$ cat config.mk
export PLATFORM = sky130hd
export DESIGN_NAME = seq_shift_add_mul_flat
export DESIGN_NICKNAME = d
export VERILOG_FILES = /design/src/rtl/mul_pkg.sv /design/src/rtl/seq_shift_add_mul_if.sv /design/src/rtl/twos_abs.sv /design/src/rtl/seq_shift_add_mul.sv /design/src/flat_wrapper.sv
export SDC_FILE = /design/constraint.sdc
export NUM_CORES = 1
export LEC_CHECK = 0
export ABC_AREA = 0
export CAP_MARGIN = 20
export CORE_MARGIN = 2
export CORE_UTILIZATION = 50
export CTS_BUF_LIST = sky130_fd_sc_hd__clkbuf_4 sky130_fd_sc_hd__clkbuf_8
export CTS_CLUSTER_SIZE = 40
export DETAILED_ROUTE_END_ITERATION = 16
export DONT_BUFFER_PORTS = 1
export GPL_TIMING_DRIVEN = 0
export PLACE_DENSITY = 0.7
export SYNTH_ARGS = -nofsm -noshare
export SYNTH_HDL_FRONTEND = slang
export SYNTH_SLANG_ARGS = --single-unit
$ cat constraint.sdc
create_clock -name clk -period 3.1 [get_ports clk]
set_clock_uncertainty 0.05 [all_clocks]
set_input_delay 0.465 -clock clk [delete_from_list [all_inputs] [get_ports clk]]
set_output_delay 0.465 -clock clk [all_outputs]
set_load 0.03 [all_outputs]
$ cat src/rtl/mul_pkg.sv
// Shared arithmetic-block definitions: FSM state encoding and counter sizing.
package mul_pkg;

  localparam logic [1:0] ST_IDLE = 2'd0;
  localparam logic [1:0] ST_BUSY = 2'd1;
  localparam logic [1:0] ST_DONE = 2'd2;

  // Bits needed to hold values 0 .. v-1 (at least 1).
  function automatic int unsigned clog2(input int unsigned v);
    int unsigned r;
    int unsigned x;
    r = 0;
    x = 1;
    while (x < v) begin
      x = x << 1;
      r = r + 1;
    end
    return (r == 0) ? 1 : r;
  endfunction

endpackage

$ cat src/rtl/seq_shift_add_mul_if.sv
// Operand/result valid-ready bundle for the sequential multiplier.
interface seq_shift_add_mul_if #(
  parameter int unsigned WIDTH = 8
);

  logic                 in_valid;
  logic                 in_ready;
  logic [WIDTH-1:0]     a;
  logic [WIDTH-1:0]     b;
  logic                 signed_mode;
  logic                 out_valid;
  logic                 out_ready;
  logic [2*WIDTH-1:0]   p;

  modport master (
    output in_valid, a, b, signed_mode, out_ready,
    input  in_ready, out_valid, p
  );

  modport slave (
    input  in_valid, a, b, signed_mode, out_ready,
    output in_ready, out_valid, p
  );

endinterface

$ cat src/rtl/twos_abs.sv
// Conditional two's-complement magnitude: strips the sign when en_i is set.
module twos_abs #(
  parameter int unsigned WIDTH = 8
) (
  input  logic [WIDTH-1:0] x_i,
  input  logic             en_i,
  output logic [WIDTH-1:0] mag_c,
  output logic             sign_c
);

  // -2^(WIDTH-1) negates to itself, which reads correctly as an unsigned magnitude.
  assign sign_c = en_i & x_i[WIDTH-1];
  assign mag_c  = sign_c ? WIDTH'(-x_i) : x_i;

endmodule

$ cat src/rtl/seq_shift_add_mul.sv
// Sequential shift-and-add multiplier, WIDTH steps per product, signed or unsigned
// per transaction, with valid/ready on both operand and result sides.
module seq_shift_add_mul
  import mul_pkg::*;
#(
  parameter int unsigned WIDTH = 8
) (
  input  logic               clk,
  input  logic               rst,
  seq_shift_add_mul_if.slave bus
);

  localparam int unsigned CW = clog2(WIDTH);
  localparam int unsigned PW = 2 * WIDTH;

  logic [1:0]       state_q, state_d;
  logic [CW-1:0]    cnt_q, cnt_d;
  logic [WIDTH-1:0] acc_q, acc_d;
  logic [WIDTH-1:0] mplr_q, mplr_d;
  logic [WIDTH-1:0] mcand_q, mcand_d;
  logic             neg_q, neg_d;
  logic [PW-1:0]    p_q, p_d;
  logic             in_ready_q, in_ready_d;
  logic             out_valid_q, out_valid_d;

  logic [WIDTH-1:0] a_mag_c, b_mag_c;
  logic             a_sign_c, b_sign_c;
  logic [WIDTH:0]   sum_c;
  logic [PW-1:0]    prod_c;

  twos_abs #(.WIDTH(WIDTH)) u_abs_a (
    .x_i    (bus.a),
    .en_i   (bus.signed_mode),
    .mag_c  (a_mag_c),
    .sign_c (a_sign_c)
  );

  twos_abs #(.WIDTH(WIDTH)) u_abs_b (
    .x_i    (bus.b),
    .en_i   (bus.signed_mode),
    .mag_c  (b_mag_c),
    .sign_c (b_sign_c)
  );

  // Next state: one add/shift per BUSY cycle; multiplier bits retire as product bits enter.
  always_comb begin
    state_d = state_q;
    cnt_d   = cnt_q;
    acc_d   = acc_q;
    mplr_d  = mplr_q;
    mcand_d = mcand_q;
    neg_d   = neg_q;
    p_d     = p_q;

    sum_c  = {1'b0, acc_q} + (mplr_q[0] ? {1'b0, mcand_q} : {(WIDTH+1){1'b0}});
    prod_c = {sum_c, mplr_q[WIDTH-1:1]};

    case (state_q)
      ST_IDLE: begin
        if (bus.in_valid) begin
          state_d = ST_BUSY;
          mcand_d = a_mag_c;
          mplr_d  = b_mag_c;
          neg_d   = a_sign_c ^ b_sign_c;
          acc_d   = '0;
          cnt_d   = CW'(WIDTH - 1);
        end
      end
      ST_BUSY: begin
        acc_d  = prod_c[PW-1:WIDTH];
        mplr_d = prod_c[WIDTH-1:0];
        if (cnt_q == '0) begin
          p_d     = neg_q ? PW'(-prod_c) : prod_c;
          state_d = ST_DONE;
        end else begin
          cnt_d = cnt_q - CW'(1);
        end
      end
      ST_DONE: begin
        if (bus.out_ready) begin
          state_d = ST_IDLE;
        end
      end
      default: state_d = ST_IDLE;
    endcase

    in_ready_d  = (state_d == ST_IDLE);
    out_valid_d = (state_d == ST_DONE);
  end

  always_ff @(posedge clk) begin
    if (rst) begin
      state_q     <= ST_IDLE;
      cnt_q       <= '0;
      acc_q       <= '0;
      mplr_q      <= '0;
      mcand_q     <= '0;
      neg_q       <= 1'b0;
      p_q         <= '0;
      in_ready_q  <= 1'b1;
      out_valid_q <= 1'b0;
    end else begin
      state_q     <= state_d;
      cnt_q       <= cnt_d;
      acc_q       <= acc_d;
      mplr_q      <= mplr_d;
      mcand_q     <= mcand_d;
      neg_q       <= neg_d;
      p_q         <= p_d;
      in_ready_q  <= in_ready_d;
      out_valid_q <= out_valid_d;
    end
  end

  assign bus.in_ready  = in_ready_q;
  assign bus.out_valid = out_valid_q;
  assign bus.p         = p_q;

endmodule

$ cat src/flat_wrapper.sv
// flat-port wrapper written by rule: the top's interface ports become plain ports
module seq_shift_add_mul_flat import mul_pkg::*;
#(
  parameter int unsigned WIDTH = 8
)
  (clk, rst, bus_in_valid, bus_a, bus_b, bus_signed_mode, bus_out_ready, bus_in_ready, bus_out_valid, bus_p);
  seq_shift_add_mul_if #(.WIDTH(WIDTH)) bus_i ();
  input  logic clk;
  input  logic rst;
  input wire logic [$bits(bus_i.in_valid)-1:0] bus_in_valid;
  input wire logic [$bits(bus_i.a)-1:0] bus_a;
  input wire logic [$bits(bus_i.b)-1:0] bus_b;
  input wire logic [$bits(bus_i.signed_mode)-1:0] bus_signed_mode;
  input wire logic [$bits(bus_i.out_ready)-1:0] bus_out_ready;
  output wire logic [$bits(bus_i.in_ready)-1:0] bus_in_ready;
  output wire logic [$bits(bus_i.out_valid)-1:0] bus_out_valid;
  output wire logic [$bits(bus_i.p)-1:0] bus_p;
  assign bus_i.in_valid = bus_in_valid;
  assign bus_i.a = bus_a;
  assign bus_i.b = bus_b;
  assign bus_i.signed_mode = bus_signed_mode;
  assign bus_i.out_ready = bus_out_ready;
  assign bus_in_ready = bus_i.in_ready;
  assign bus_out_valid = bus_i.out_valid;
  assign bus_p = bus_i.p;
  seq_shift_add_mul #(.WIDTH(WIDTH)) u_core (.clk(clk), .rst(rst), .bus(bus_i));
endmodule
==> results of run 1 <==
cells in the mapped netlist (all sizes together) (8+ instances only):
cell    number
nand3        8
dfxtp       48
a21oi       18
nand2       24
nor3         8
and2        10
a22oi        9
ha          13
a211oi      16
nor2        51
xor2        16
clkbuf      15
inv         11
registers in the layout, indices dropped and copies added, names as in the netlist:
name,count
u_core.bus.p,16
u_core.acc_q,8
u_core.mcand_q,8
u_core.mplr_q,8
u_core.cnt_q,3
u_core.state_q,2
u_core.bus.in_ready,1
u_core.bus.out_valid,1
u_core.neg_q,1
cells in the final DEF (no fill, tap or decap), drive strengths merged, types with 3 or more instances in the layout:
cell and n:
a211oi 16, a21o 3, a21oi 18, a222oi 6, a22oi 9, a311oi 3
a31oi 4, and2 10, and3 3, clkbuf 20, dfxtp 48, ha 13
inv 12, mux2i 4, nand2 24, nand2b 3, nand3 8, nor2 51
nor2b 6, nor3 8, nor3b 4, o21ai 7, o31ai 5, or3 7
xnor2 6, xor2 16
cell families after synthesis:
group | after synthesis | synth area share
xor+xnor | 22 | 0.0697
buf+inv | 28 | 0.0407
fa+ha+maj | 14 | 0.0661
mux | 5 | 0.0186
simple gates | 129 | 0.224
flops | 48 | 0.348
compound gates | 88 | 0.233
cell type report:
type | count | area (µm²)
Tap cell | 72 | 90.1
Buffer | 17 | 71.3
Inverter | 11 | 41.3
Multi-Input combinational cell | 258 | 1700
Sequential cell | 48 | 961
Fill cell | 532 | 2410
Clock inverter | 3 | 68.8
Clock buffer | 5 | 68.8
power by group through the flow:
stage / logic [mW] / clock network [mW] / registers, mW
finish: 0.308 / 0.549 / 0.745
global route: 0.350 / 0.576 / 0.752
CTS: 0.308 / 0.552 / 0.745
detailed placement: 0.306 / 0 / 0.759
global placement: 0.300 / 0 / 0.757
floorplan: 0.244 / 0 / 0.746
routing by layer:
layer  GRT usage  routed length, µm  up-vias
li1            -                  -     1227
met1       0.293               2890     1132
met2       0.348               2920       62
met3      0.0644                441       13
met4      0.0684                116        0
met5           0                  0        -
through the flow:
| step | power, mW | area, µm² | setup WS [ps] | instances |
|---|---|---|---|---|
| 2_1_floorplan | 0.990 | 2760 | 413 | 334 |
| 6_report | 1.60 | 3000 | 223 | 414 |
| 4_1_cts | 1.60 | 2990 | 47.6 | 414 |
| 5_1_grt | 1.68 | 3000 | 77.8 | 414 |
| 3_5_place_dp | 1.07 | 2850 | 78.3 | 406 |
| 3_3_place_gp | 1.06 | 2850 | 105 | 406 |
worst max-delay path, stage by stage, from the launching register on:
cell and delay (ps):
dfxtp_1 380, and2_1 190, ha_1 210, fa_1 410
a21o_1 210, a311o_1 360, a22oi_2 320, nor2_1 90
o31a_1 260, a2111oi_2 290
timing repair:
| item | in CTS | in global routing |
|---|---|---|
| hold buffers | 0 | 0 |
| endpoints found under the setup margin | 0 | 1 |
| gates resized for setup | 0 | 1 |
path summary, 6_finish.rpt:
kind / slack [ps] / from / to / cells past startpoint
setup / recovery: 220 / u_core.mplr_q[0] / u_core.bus.p[13] / 9
hold / removal: 180 / rst / u_core.state_q[0] / 1
setup reg to reg: 220 / u_core.mplr_q[0] / u_core.bus.p[13] / 9
hold reg to reg: 420 / u_core.acc_q[7] / u_core.acc_q[7] / 2
==> summary.md, run 1 <==
| Metric | Value |
|---|---|
| Initial DRC count | ~120 |
| Number of synthesized register bits | 48 |
| Layout cells sized above 1 | 0.0468 |
| Lkg Pwr | approximately 1.2 nW |
| Area leader, netlist | dfxtp_1 |
| Psw | approximately 0.49 mW |
| Main flop type after synthesis | dfxtp_1 |
| Worst min-delay path class | in -> reg |
| # clock sinks | 48 |
| Row cnt | 27 |
| Cell Area, Synth | 2760 µm² |
| WS Path Type | reg -> reg |
| Post-CTS Setup Bufs | 0 |
| Inserted Clock Buffers | 5 |
| CTS tree | done |
| Post-layout util | 0.554 |
| Number of flops mapped to enable cells by yosys | 0 |
| Antenna-violating nets left | 0 |
| Final setup violation count | 0 |
| Critical path required time | 3250 ps |
| Number of antenna diodes | 0 |
| WP data arrival | about 3000 ps |
| Initial Util | 0.511 |
| Warnings, synthesis | 0 |
| Vias | 2434 |
| Fin crit share | 0.928 |
| Min Tclk post-route | 2880 ps |
| CTS clk-pin slew, worst paths | roughly 100 ps |
| Top Ports | 39 |
| Int Power | 1.11 mW |
| CTS Root Buffer Type | clkbuf_8 |
| Yosys top cell area share | 0.348 |
| Async S/R FF share, synth | 0 |
| Hold Fails Final Rpt | 0 |
| Worst-Margin Slew | 686 ps |
| Syn Nets | 369 |
| Syn Inst Count | 334 |
| RSZ-0062 raised after global routing | false |
| Total Neg Setup Slack | 0 ps |
| Initial antenna violation count | 0 |
| Number of remaining DRC errors | 0 |
| Worst Path Max Fanout | 9 |
| Hold Worst Slack | 177 ps |
| Area Growth Syn to Fin | 8.42% |
| Max Clk Rate | 348 MHz |
| Pwr/cell area | 535 nW/µm² |
| Critical path endpoint category | flop |
| Area contributors post-synth | dfxtp_1 35%, nor2_1 6.9%, ha_1 5.9% |
| Max-slew violations | 0 |
| Startpoint Class | flop |
| Gate power share | 0.192 |
| Die Height | 78.4 µm |
| WL/cell | 15.4 µm |
| DR pass1 iterations | 6 |
| Clk Latency, worst-skew pair | 310 ps |
| Global Route Usage Sum | 0.221 |
| Peak supply drop | ~0.24 mV |
| Die area | 6140 µm² |
| DR vias/cell | around 6 |
| Die width | 78.4 µm |
| Dpl hpwl | 4910 µm |
| Switch share | 0.306 |
| Max H-tree Level | 2 |
| Synth Area per Inst | 8.28 µm² |
| Status | completed |
| Longest Clk Path Bufs | 2 |
| Seq/Total Area, Yosys | 0.348 |
| Clock Power Share | 0.343 |
| Post-layout nets | ~380 |
| Slew HR | 0.539 |
| Core Region | 5410 µm² |
| RePlAce Congestion | 0.826 |
| Sequential group share of total power | 0.465 |
| Largest net degree at the start of global routing | 17 |
| IO Port Bufs | 0 |
| First-pass GRT wire length | 10900 µm |
| Number of global-route vias before repair | 2380 |
| Final wirelength | 6380 µm |
| Synth cell types | 50 |
| Gr ovfl total | 0 |
| Max-cap violations | 0 |
Power figures use the tool's default switching activity.
==> run 2, diff against run 1 <==
--- a/config.mk
+++ b/config.mk
@@ -15,6 +15,7 @@
 export DONT_BUFFER_PORTS = 1
 export GPL_TIMING_DRIVEN = 0
 export PLACE_DENSITY = 0.7
+export SLEW_MARGIN = 20
 export SYNTH_ARGS = -nofsm -noshare
 export SYNTH_HDL_FRONTEND = slang
 export SYNTH_SLANG_ARGS = --single-unit
==> results of run 2 <==
Same layout as run 1: the final DEF is identical, and so are final timing and power.
==> run 3, diff against run 2 <==
--- a/config.mk
+++ b/config.mk
@@ -6,7 +6,7 @@
 export NUM_CORES = 1
 export LEC_CHECK = 0
 export ABC_AREA = 0
-export CAP_MARGIN = 20
+export CAP_MARGIN = 30
 export CORE_MARGIN = 2
 export CORE_UTILIZATION = 50
 export CTS_BUF_LIST = sky130_fd_sc_hd__clkbuf_4 sky130_fd_sc_hd__clkbuf_8
==> results of run 3 <==
Same layout as run 1: the final DEF is identical, and so are final timing and power.
